[src/rtl/button_event_scheduler_if.sv]
// Event handshake bundle between the button scheduler (master) and its single consumer (slave).
interface button_event_scheduler_if #(
  parameter int unsigned N_BTN      = 4,
  parameter int unsigned FIFO_DEPTH = 4
);
  localparam int unsigned ID_W  = $clog2(N_BTN);
  localparam int unsigned CNT_W = $clog2(FIFO_DEPTH) + 1;

  logic             ev_valid;
  logic             ev_ready;
  logic [ID_W-1:0]  ev_id;
  logic [CNT_W-1:0] ev_count;

  modport master (
    output ev_valid,
    output ev_id,
    output ev_count,
    input  ev_ready
  );

  modport slave (
    input  ev_valid,
    input  ev_id,
    input  ev_count,
    output ev_ready
  );
endinterface

[src/rtl/button_event_scheduler.sv]
// Latches one-shot button pulses, grants them round-robin into a small event FIFO and presents
// the head event over valid/ready, with sticky per-button overrun flags for merged presses.
module button_event_scheduler #(
  parameter int unsigned N_BTN      = 4,
  parameter int unsigned FIFO_DEPTH = 4
) (
  input  logic                   clk,
  input  logic                   rst_a_n,
  input  logic [N_BTN-1:0]       pulse_in,
  input  logic                   clear_ovr,
  output logic [N_BTN-1:0]       overrun,
  button_event_scheduler_if.master ev_bus
);
  localparam int unsigned ID_W  = $clog2(N_BTN);
  localparam int unsigned PTR_W = $clog2(FIFO_DEPTH);
  localparam int unsigned CNT_W = PTR_W + 1;

  logic [N_BTN-1:0] pending_q, pending_d;
  logic [N_BTN-1:0] overrun_q, overrun_d;
  logic [ID_W-1:0]  rr_ptr_q, rr_ptr_d;
  logic [ID_W-1:0]  mem_q [FIFO_DEPTH];
  logic [PTR_W-1:0] wr_ptr_q, rd_ptr_q;
  logic [CNT_W-1:0] count_q, count_d;

  logic             pop;
  logic             push_ok;
  logic             grant_valid;
  logic [ID_W-1:0]  grant_idx;
  logic [N_BTN-1:0] grant_oh;
  int unsigned      scan_idx;

  // A pop frees the slot the grant pushes into, so a full FIFO can still accept.
  assign pop     = (count_q != '0) && ev_bus.ev_ready;
  assign push_ok = (count_q < CNT_W'(FIFO_DEPTH)) || pop;

  always_comb begin
    grant_valid = 1'b0;
    grant_idx   = '0;
    scan_idx    = 0;
    for (int unsigned k = 0; k < N_BTN; k++) begin
      scan_idx = (32'(rr_ptr_q) + k) % N_BTN;
      if (!grant_valid && push_ok && pending_q[scan_idx]) begin
        grant_valid = 1'b1;
        grant_idx   = ID_W'(scan_idx);
      end
    end
  end

  always_comb begin
    grant_oh = '0;
    if (grant_valid) begin
      grant_oh[grant_idx] = 1'b1;
    end
  end

  // A pulse coinciding with its own grant re-arms pending; otherwise it merges into the
  // already-pending press and is reported as lost.
  always_comb begin
    pending_d = (pending_q & ~grant_oh) | pulse_in;
    overrun_d = (clear_ovr ? '0 : overrun_q) | (pulse_in & pending_q & ~grant_oh);
  end

  always_comb begin
    rr_ptr_d = rr_ptr_q;
    if (grant_valid) begin
      rr_ptr_d = (grant_idx == ID_W'(N_BTN - 1)) ? '0 : grant_idx + ID_W'(1);
    end
  end

  assign count_d = count_q + CNT_W'(grant_valid) - CNT_W'(pop);

  always_ff @(posedge clk or negedge rst_a_n) begin
    if (!rst_a_n) begin
      pending_q <= '0;
      overrun_q <= '0;
      rr_ptr_q  <= '0;
      wr_ptr_q  <= '0;
      rd_ptr_q  <= '0;
      count_q   <= '0;
      for (int unsigned i = 0; i < FIFO_DEPTH; i++) begin
        mem_q[i] <= '0;
      end
    end else begin
      pending_q <= pending_d;
      overrun_q <= overrun_d;
      rr_ptr_q  <= rr_ptr_d;
      count_q   <= count_d;
      if (grant_valid) begin
        mem_q[wr_ptr_q] <= grant_idx;
        wr_ptr_q        <= wr_ptr_q + PTR_W'(1);
      end
      if (pop) begin
        rd_ptr_q <= rd_ptr_q + PTR_W'(1);
      end
    end
  end

  assign ev_bus.ev_valid = (count_q != '0);
  assign ev_bus.ev_id    = mem_q[rd_ptr_q];
  assign ev_bus.ev_count = count_q;
  assign overrun         = overrun_q;

endmodule
[src/flat_wrapper.sv]
// flat-port wrapper written by rule: the top's interface ports become plain ports
module button_event_scheduler_flat 
#(
  parameter int unsigned N_BTN      = 4,
  parameter int unsigned FIFO_DEPTH = 4
)
  (clk, rst_a_n, pulse_in, clear_ovr, overrun, ev_bus_ev_valid, ev_bus_ev_id, ev_bus_ev_count, ev_bus_ev_ready);
  button_event_scheduler_if #(.N_BTN(N_BTN), .FIFO_DEPTH(FIFO_DEPTH)) ev_bus_i ();
  input  logic clk;
  input  logic rst_a_n;
  input  logic [N_BTN-1:0] pulse_in;
  input  logic clear_ovr;
  output logic [N_BTN-1:0] overrun;
  output wire logic [$bits(ev_bus_i.ev_valid)-1:0] ev_bus_ev_valid;
  output wire logic [$bits(ev_bus_i.ev_id)-1:0] ev_bus_ev_id;
  output wire logic [$bits(ev_bus_i.ev_count)-1:0] ev_bus_ev_count;
  input wire logic [$bits(ev_bus_i.ev_ready)-1:0] ev_bus_ev_ready;
  assign ev_bus_ev_valid = ev_bus_i.ev_valid;
  assign ev_bus_ev_id = ev_bus_i.ev_id;
  assign ev_bus_ev_count = ev_bus_i.ev_count;
  assign ev_bus_i.ev_ready = ev_bus_ev_ready;
  button_event_scheduler #(.N_BTN(N_BTN), .FIFO_DEPTH(FIFO_DEPTH)) u_core (.clk(clk), .rst_a_n(rst_a_n), .pulse_in(pulse_in), .clear_ovr(clear_ovr), .overrun(overrun), .ev_bus(ev_bus_i));
endmodule
[config.mk]
export PLATFORM = sky130hd
export DESIGN_NAME = button_event_scheduler_flat
export DESIGN_NICKNAME = d
export VERILOG_FILES = /design/src/rtl/button_event_scheduler_if.sv /design/src/rtl/button_event_scheduler.sv /design/src/flat_wrapper.sv
export SDC_FILE = /design/constraint.sdc
export NUM_CORES = 1
export LEC_CHECK = 0
export CORE_ASPECT_RATIO = 0.7
export CORE_MARGIN = 10
export CORE_UTILIZATION = 35
export CTS_BUF_LIST = sky130_fd_sc_hd__clkbuf_8
export DETAILED_ROUTE_END_ITERATION = 10
export SLEW_MARGIN = 20
export SYNTH_ARGS = -nofsm -noshare
export SYNTH_HDL_FRONTEND = slang
export SYNTH_SLANG_ARGS = --single-unit
[constraint.sdc]
create_clock -name clk -period 2.4 [get_ports clk]
set_input_delay 0.24 -clock clk [delete_from_list [all_inputs] [get_ports clk]]
set_output_delay 0.24 -clock clk [all_outputs]
set_load 0.01 [all_outputs]
## Word level (Yosys, flattened, before mapping)

Cells that the tools add are included.

- $add $sub $neg: 8
- Magnitude comparators: 10
- Equality and inequality tests: 1
- Multiplexer cells: 27
- Bitwise operators: 8
- Reductions and logical operators: 15

Operators with widths:

| kind | number |
|---|---|
| 2-bit two-way mux | 8 |
| 2-bit by 3-bit less-than comparator with 1-bit output, second input constant | 5 |
| 4-bit AND | 3 |
| 1-bit logical AND | 10 |
| 1-bit two-way mux | 9 |
| 2-bit by 1-bit adder with 2-bit output, second input constant | 4 |
| 1-bit binary-select mux with 2-bit select | 4 |
| 8-bit bitwise mux | 1 |
| 4-bit two-way mux | 2 |
| 4-bit OR | 2 |
| 3-bit greater-or-equal comparator, second input constant | 2 |
| 2-bit NOT with 3-bit output | 2 |
| 2-bit adder, second input constant | 2 |
| 2-bit binary-select mux with 2-bit select | 1 |
| 2-bit demux with 2-bit select | 1 |
| 4-bit NOT | 1 |
| 3-bit by 1-bit adder with 3-bit output | 1 |
| 1-bit logical NOT | 3 |
| 3-bit by 1-bit less-than comparator with 1-bit output, second input constant | 1 |
| 3-bit less-than comparator, second input constant | 1 |
| 3-bit nonzero test | 1 |
| 3-bit by 1-bit subtractor with 3-bit output | 1 |
| 1-bit demux with 2-bit select | 1 |
| 2-bit equality test, second input constant | 1 |
| other kinds (2) | 2 |

- Flip-flop bits (word level): 25
- Input port bits: 8
- Output and inout port bits: 10
- Logic and storage cells: 79

## Depth between registers and ports, before layout

Gate-level depths: netlist (run 1).

- Word-level depth: 25
- Depth in mapped cells: 9
- Gate-level depth less buffers: 8

## Worst setup path before layout (run 1)

OpenSTA, ideal clock, no wires.

- Kind: reg-to-reg
- Start point: register u_core.count_q[1], in the netlist u_core.ev_bus.ev_count[1]
- End point: register u_core.count_q[2], in the netlist u_core.ev_bus.ev_count[2]
- Setup time: 0.123 ns
- Arrival time: 2.036 ns
- Data required time: 2.277 ns
- Path slack: 0.241 ns
- Cell stages (with the launch flop): 8
- Buffers on the path: 0
- Period minus slack after synthesis: 2.159 ns
- Cells stage by stage: dfrtp_1 > or3_1 > and2_1 > ha_1 > inv_1 > ha_1 > fa_1 > xnor2_1

- Cells in the longest elaborated chain, start to end: 19
- Elaborated cells between the ends (all ways): 20
- Those cells by class: add/sub: 2; order compare: 1; mux: 4; reduce/logical: 13

Ends and longest elaborated chain:

| what | RTL line | text |
|---|---|---|
| start, declared | button_event_scheduler.sv:23 | `logic [CNT_W-1:0] count_q, count_d;` |
| start signal, assigned | button_event_scheduler.sv:87 | `count_q <= count_d;` |
| 3-bit nonzero test (*) | - |  |
| net ev_bus_ev_valid | flat_wrapper.sv:14 | `output wire logic [$bits(ev_bus_i.ev_valid)-1:0] ev_bus_ev_valid;` |
| 1-bit logical AND (*) | button_event_scheduler.sv:33 | `assign pop = (count_q != '0) && ev_bus.ev_ready;` |
| net u_core.pop | button_event_scheduler.sv:25 | `logic pop;` |
| 1-bit logical OR | button_event_scheduler.sv:34 | `assign push_ok = (count_q < CNT_W'(FIFO_DEPTH)) \|\| pop;` |
| 1-bit logical AND | button_event_scheduler.sv:42 | `if (!grant_valid && push_ok && pending_q[scan_idx]) begin` |
| 1-bit two-way mux | button_event_scheduler.sv:42 |  |
| 1-bit logical NOT | button_event_scheduler.sv:42 |  |
| (+4 left out) | - |  |
| 1-bit logical AND (2 in a row) | button_event_scheduler.sv:42 |  |
| 1-bit two-way mux | button_event_scheduler.sv:42 |  |
| 1-bit logical NOT | button_event_scheduler.sv:42 |  |
| 1-bit logical AND (2 in a row) | button_event_scheduler.sv:42 |  |
| 1-bit two-way mux | button_event_scheduler.sv:42 |  |
| 3-bit by 1-bit adder with 3-bit output | button_event_scheduler.sv:70 | `assign count_d = count_q + CNT_W'(grant_valid) - CNT_W'(pop);` |
| 3-bit by 1-bit subtractor with 3-bit output (*) | button_event_scheduler.sv:70 |  |
| net u_core.count_d[2] | button_event_scheduler.sv:23 |  |

The timed path passes the listed nets; every way through them passes the cells marked *.
A chain may end at the register's enable or synchronous reset.

## Worst setup path in the final report (run 1)

- Start point: register u_core.count_q[1], in the netlist u_core.ev_bus.ev_count[1]
- End point: register u_core.count_q[2], in the netlist u_core.ev_bus.ev_count[2]

- Cells in the longest elaborated chain, start to end: 19
- Elaborated cells between the ends (all ways): 20
- Those cells by class: add/sub: 2; order compare: 1; mux: 4; reduce/logical: 13

Ends and longest elaborated chain:

| what | RTL line |
|---|---|
| 3-bit nonzero test (*) | button_event_scheduler.sv:33 |
| 1-bit logical AND (*) | button_event_scheduler.sv:33 |
| net u_core.pop | button_event_scheduler.sv:25 |
| 1-bit logical OR | button_event_scheduler.sv:34 |
| 1-bit logical AND | button_event_scheduler.sv:42 |
| 1-bit two-way mux | button_event_scheduler.sv:42 |
| 1-bit logical NOT | button_event_scheduler.sv:42 |
| 1-bit logical AND (2 in a row) | button_event_scheduler.sv:42 |
| (+2 left out) | - |
| 1-bit logical AND (2 in a row) | button_event_scheduler.sv:42 |
| 1-bit two-way mux | button_event_scheduler.sv:42 |
| 1-bit logical NOT | button_event_scheduler.sv:42 |
| 1-bit logical AND (2 in a row) | button_event_scheduler.sv:42 |
| 1-bit two-way mux | button_event_scheduler.sv:42 |
| 3-bit by 1-bit adder with 3-bit output | button_event_scheduler.sv:70 |
| 3-bit by 1-bit subtractor with 3-bit output (*) | button_event_scheduler.sv:70 |
| net u_core.count_d[2] | button_event_scheduler.sv:23 |

Marked as above.

==> results.sh, run 1 <==
export IMPL_antenna_found_initial=0
export IMPL_grt_max_degree=26
export IMPL_hold_violations=0
export IMPL_setup_tns_ns=0
export IMPL_ys_warn_count=0
export IMPL_worstSkewPairLatency_ns=0.27
export IMPL_worst_setup_path_end_kind="flip-flop"
export IMPL_reg2reg_from="u_core.ev_bus.ev_count[1]"
export IMPL_finalWirelength_mm=2.48
export IMPL_skew_ns=0.00836
export IMPL_root_buffer="clkbuf_8"
export IMPL_r2r_end="u_core.ev_bus.ev_count[2]"
export IMPL_multi_input_area_um2=581
export IMPL_grtUsageTotal_pct=8.12
export IMPL_rsz0062_at_grt="false"
export IMPL_place_area_mm2=0.00151
export IMPL_cts_sinks=25
export IMPL_ys_ff_latch=25
export IMPL_critPathRequiredTime_ns=2.56
export IMPL_worstSetupPathType="reg2reg"
export IMPL_drv_cap=0
export IMPL_syn_num_nets=127
export IMPL_nNetsFinal=149
export IMPL_critPathBufInv=1
export IMPL_core_mm2=0.00351
export IMPL_path_cells="or3_1 > and2_1 > ha_1 > inv_1 > ha_1 > fa_1 > xnor2_1"
export IMPL_cts_buffers=3
export IMPL_start_util_pct=36.4
export IMPL_clockBufferDepth=2
export IMPL_layout_setup_ws_ns=0.257
export IMPL_relSlewSlack_pct=78.5
export IMPL_regArea_um2=626
export IMPL_cp_max_fo=4
export IMPL_gp_congestion=0.738
export IMPL_num_vias=830
export IMPL_drt_first_pass_iters=4
export IMPL_setup_viol=0
export IMPL_p_leak_nw=0.730
export IMPL_fin_crit_ns=2.14
export IMPL_htree_levels=1
export IMPL_tightest_slew_ns=0.319
export IMPL_diodes=0
export IMPL_postCtsHoldBufs=0
export IMPL_startpoint="u_core.ev_bus.ev_count[1]"
export IMPL_finalPower_mw=2.28
export IMPL_cts_resized=0
export IMPL_cts_tree="built"
export IMPL_gr_total_overflow=0
export IMPL_post_route_period_util_pct=89.3
export IMPL_cellPowerDensity_mw_per_mm2=1470
export IMPL_cp_start_kind="flip-flop"
export IMPL_cp_arrival_ns=2.30
export IMPL_holdCritPathClass="in2async"
export IMPL_synth_seq_area_share_pct=49.0
export IMPL_reg2reg_depth=7
export IMPL_routedWlPerCell_um=13.9
export IMPL_final_cell_mix="dfrtp_1, clkdlybuf4s50_1, inv_1, ha_1, nand2_1"
export IMPL_die_w_um=92.2
export IMPL_r2r_slack_ns=0.26
export IMPL_rows=18
export IMPL_drtIter0Drc=105
export IMPL_max_stage_delay_ns=0.42
export IMPL_die_y_um=70.5
export IMPL_grt_pass1_wl_mm=4.28
export IMPL_clkTransAtPathRegs_ns=0.09
export IMPL_viasPerCell=4.64
export IMPL_io_pins=18
export IMPL_post_cts_buffers=0
export IMPL_dp_slack_ns=0.253
export IMPL_critical_path_top_delay_family="adder cells"
export IMPL_drive_above_1_share_pct=13.2
export IMPL_grt_pass1_vias=871
export IMPL_area_growth_pct=21.5
export IMPL_cp_common_cell="ha_1"
export IMPL_status="complete, no violations"
export IMPL_crit_path_top_delay_cell="dfrtp_1"
export IMPL_n_fill_cell=353
export IMPL_port_buffers=17
export IMPL_design_area_mm2=0.00155
export IMPL_syn_avg_cell_area_um2=11.8
export IMPL_dieArea_mm2=0.00650
export IMPL_layout_commonest_cell="dfrtp_1"
export IMPL_drc=0
export IMPL_syn_inst=108
export IMPL_fmax_mhz=467
export IMPL_max_vdd_ir_drop_mv=0.581
export IMPL_ys_types=28
export IMPL_netlist_area_mm2=0.00128
export IMPL_dp_hpwl_mm=1.96
export IMPL_postRouteAntennaNets=0
export IMPL_slew_violations=0
## cells in the mapped netlist
cell | number | share of area (%)
nand2_2 | 4 | 2.0
a211o_1 | 1 | 0.69
fa_1 | 1 | 1.6
nor2b_1 | 1 | 0.49
nand2_1 | 7 | 2.1
buf_6 | 1 | 0.88
dfrtp_1 | 25 | 49
xnor2_1 | 3 | 2.1
ha_1 | 10 | 9.8
o22a_1 | 1 | 0.69
a22o_1 | 4 | 2.7
and2_1 | 2 | 0.98
a21o_1 | 5 | 2.9
nor2_1 | 3 | 0.88
xor2_1 | 2 | 1.4
or3_1 | 1 | 0.49
o21ai_0 | 6 | 2.4
a21oi_1 | 1 | 0.39
nand3_1 | 4 | 1.6
a21oi_4 | 1 | 1.3
mux2_4 | 4 | 4.7
o221ai_1 | 1 | 0.69
mux2_1 | 1 | 0.88
inv_1 | 14 | 4.1
nand2b_1 | 1 | 0.49
o41a_1 | 1 | 0.88
buf_4 | 1 | 0.59
mux4_2 | 2 | 3.5
## through the flow
stage / hold slack (ns) / utilization (%) / std cells
after floorplan: -0.0556 / - / 108
after global placement: 0.474 / 42.9 / 175
after detailed placement: 0.487 / 42.9 / 175
after CTS: 0.330 / 44.2 / 179
after global routing: 0.353 / 44.2 / 179
final: 0.316 / 44.2 / 179
## logic make-up (layout without fill, tap and decap cells)
group | Yosys count | in the layout | synth area share (%)
buf+inv | 16 | 37 | 5.58
fa+ha+maj | 11 | 11 | 11.4
xor+xnor | 5 | 5 | 3.43
simple gates | 23 | 23 | 8.91
mux | 7 | 7 | 9.11
compound gates | 21 | 21 | 12.6
flops | 25 | 25 | 49.0
## layout make-up
class	instances	share of cell area, %
timing repair buffer	19	11.9
clock buffer	3	2.66
clock inverter	1	0.322
multi-input combinational	67	37.4
inverter	14	3.38
sequential	25	40.3
tap	50	4.03
## power breakdown
group	total (mW)	switching [mW]	internal [mW]
Sequential	0.833	0.190	0.642
Combinational	1.20	0.546	0.651
Clock	0.252	0.136	0.116
## state kept, by name (all words and copies together), names as in the netlist
name,count
u_core.mem_q,8
u_core.overrun,4
u_core.pending_q,4
u_core.ev_bus.ev_count,3
u_core.rd_ptr_q,2
u_core.rr_ptr_q,2
u_core.wr_ptr_q,2
## per-layer routing
metal | global-route usage, % | vias up | wire, um
met3 | 2.00 | 5 | 66
li1 | - | 408 | -
met4 | 3.58 | 0 | 46
met1 | 10.5 | 409 | 1180
met5 | 0 | - | 0
met2 | 12.5 | 8 | 1180
## how the worst max path moves through the flow
| stage | endpoint | slack [ns] | depth (start not counted) |
|---|---|---|---|
| finish | u_core.ev_bus.ev_count[2] | 0.26 | 7 |
| global route | u_core.ev_bus.ev_count[2] | 0.17 | 7 |
| CTS | u_core.ev_bus.ev_count[2] | 0.24 | 7 |
| detailed placement | u_core.ev_bus.ev_count[2] | 0.25 | 7 |
| global placement | u_core.ev_bus.ev_count[2] | 0.27 | 7 |
| floorplan | u_core.ev_bus.ev_count[2] | 0.24 | 7 |
Power figures use the tool's default switching activity.
==> inputs of run 2 (changes only) <==
--- a/config.mk
+++ b/config.mk
@@ -9,7 +9,10 @@
 export CORE_MARGIN = 10
 export CORE_UTILIZATION = 35
 export CTS_BUF_LIST = sky130_fd_sc_hd__clkbuf_8
+export CTS_CLUSTER_DIAMETER = 120
 export DETAILED_ROUTE_END_ITERATION = 10
+export SKIP_CTS_REPAIR_TIMING = 1
+export SKIP_LAST_GASP = 1
 export SLEW_MARGIN = 20
 export SYNTH_ARGS = -nofsm -noshare
 export SYNTH_HDL_FRONTEND = slang
==> results of run 2 <==
The final DEF is identical to that of run 1; final timing and power are the same.
==> inputs of run 3 (changes only) <==
--- a/config.mk
+++ b/config.mk
@@ -5,6 +5,7 @@
 export SDC_FILE = /design/constraint.sdc
 export NUM_CORES = 1
 export LEC_CHECK = 0
+export CAP_MARGIN = 15
 export CORE_ASPECT_RATIO = 0.7
 export CORE_MARGIN = 10
 export CORE_UTILIZATION = 35
==> results of run 3 <==
The final DEF is identical to that of run 1; final timing and power are the same.
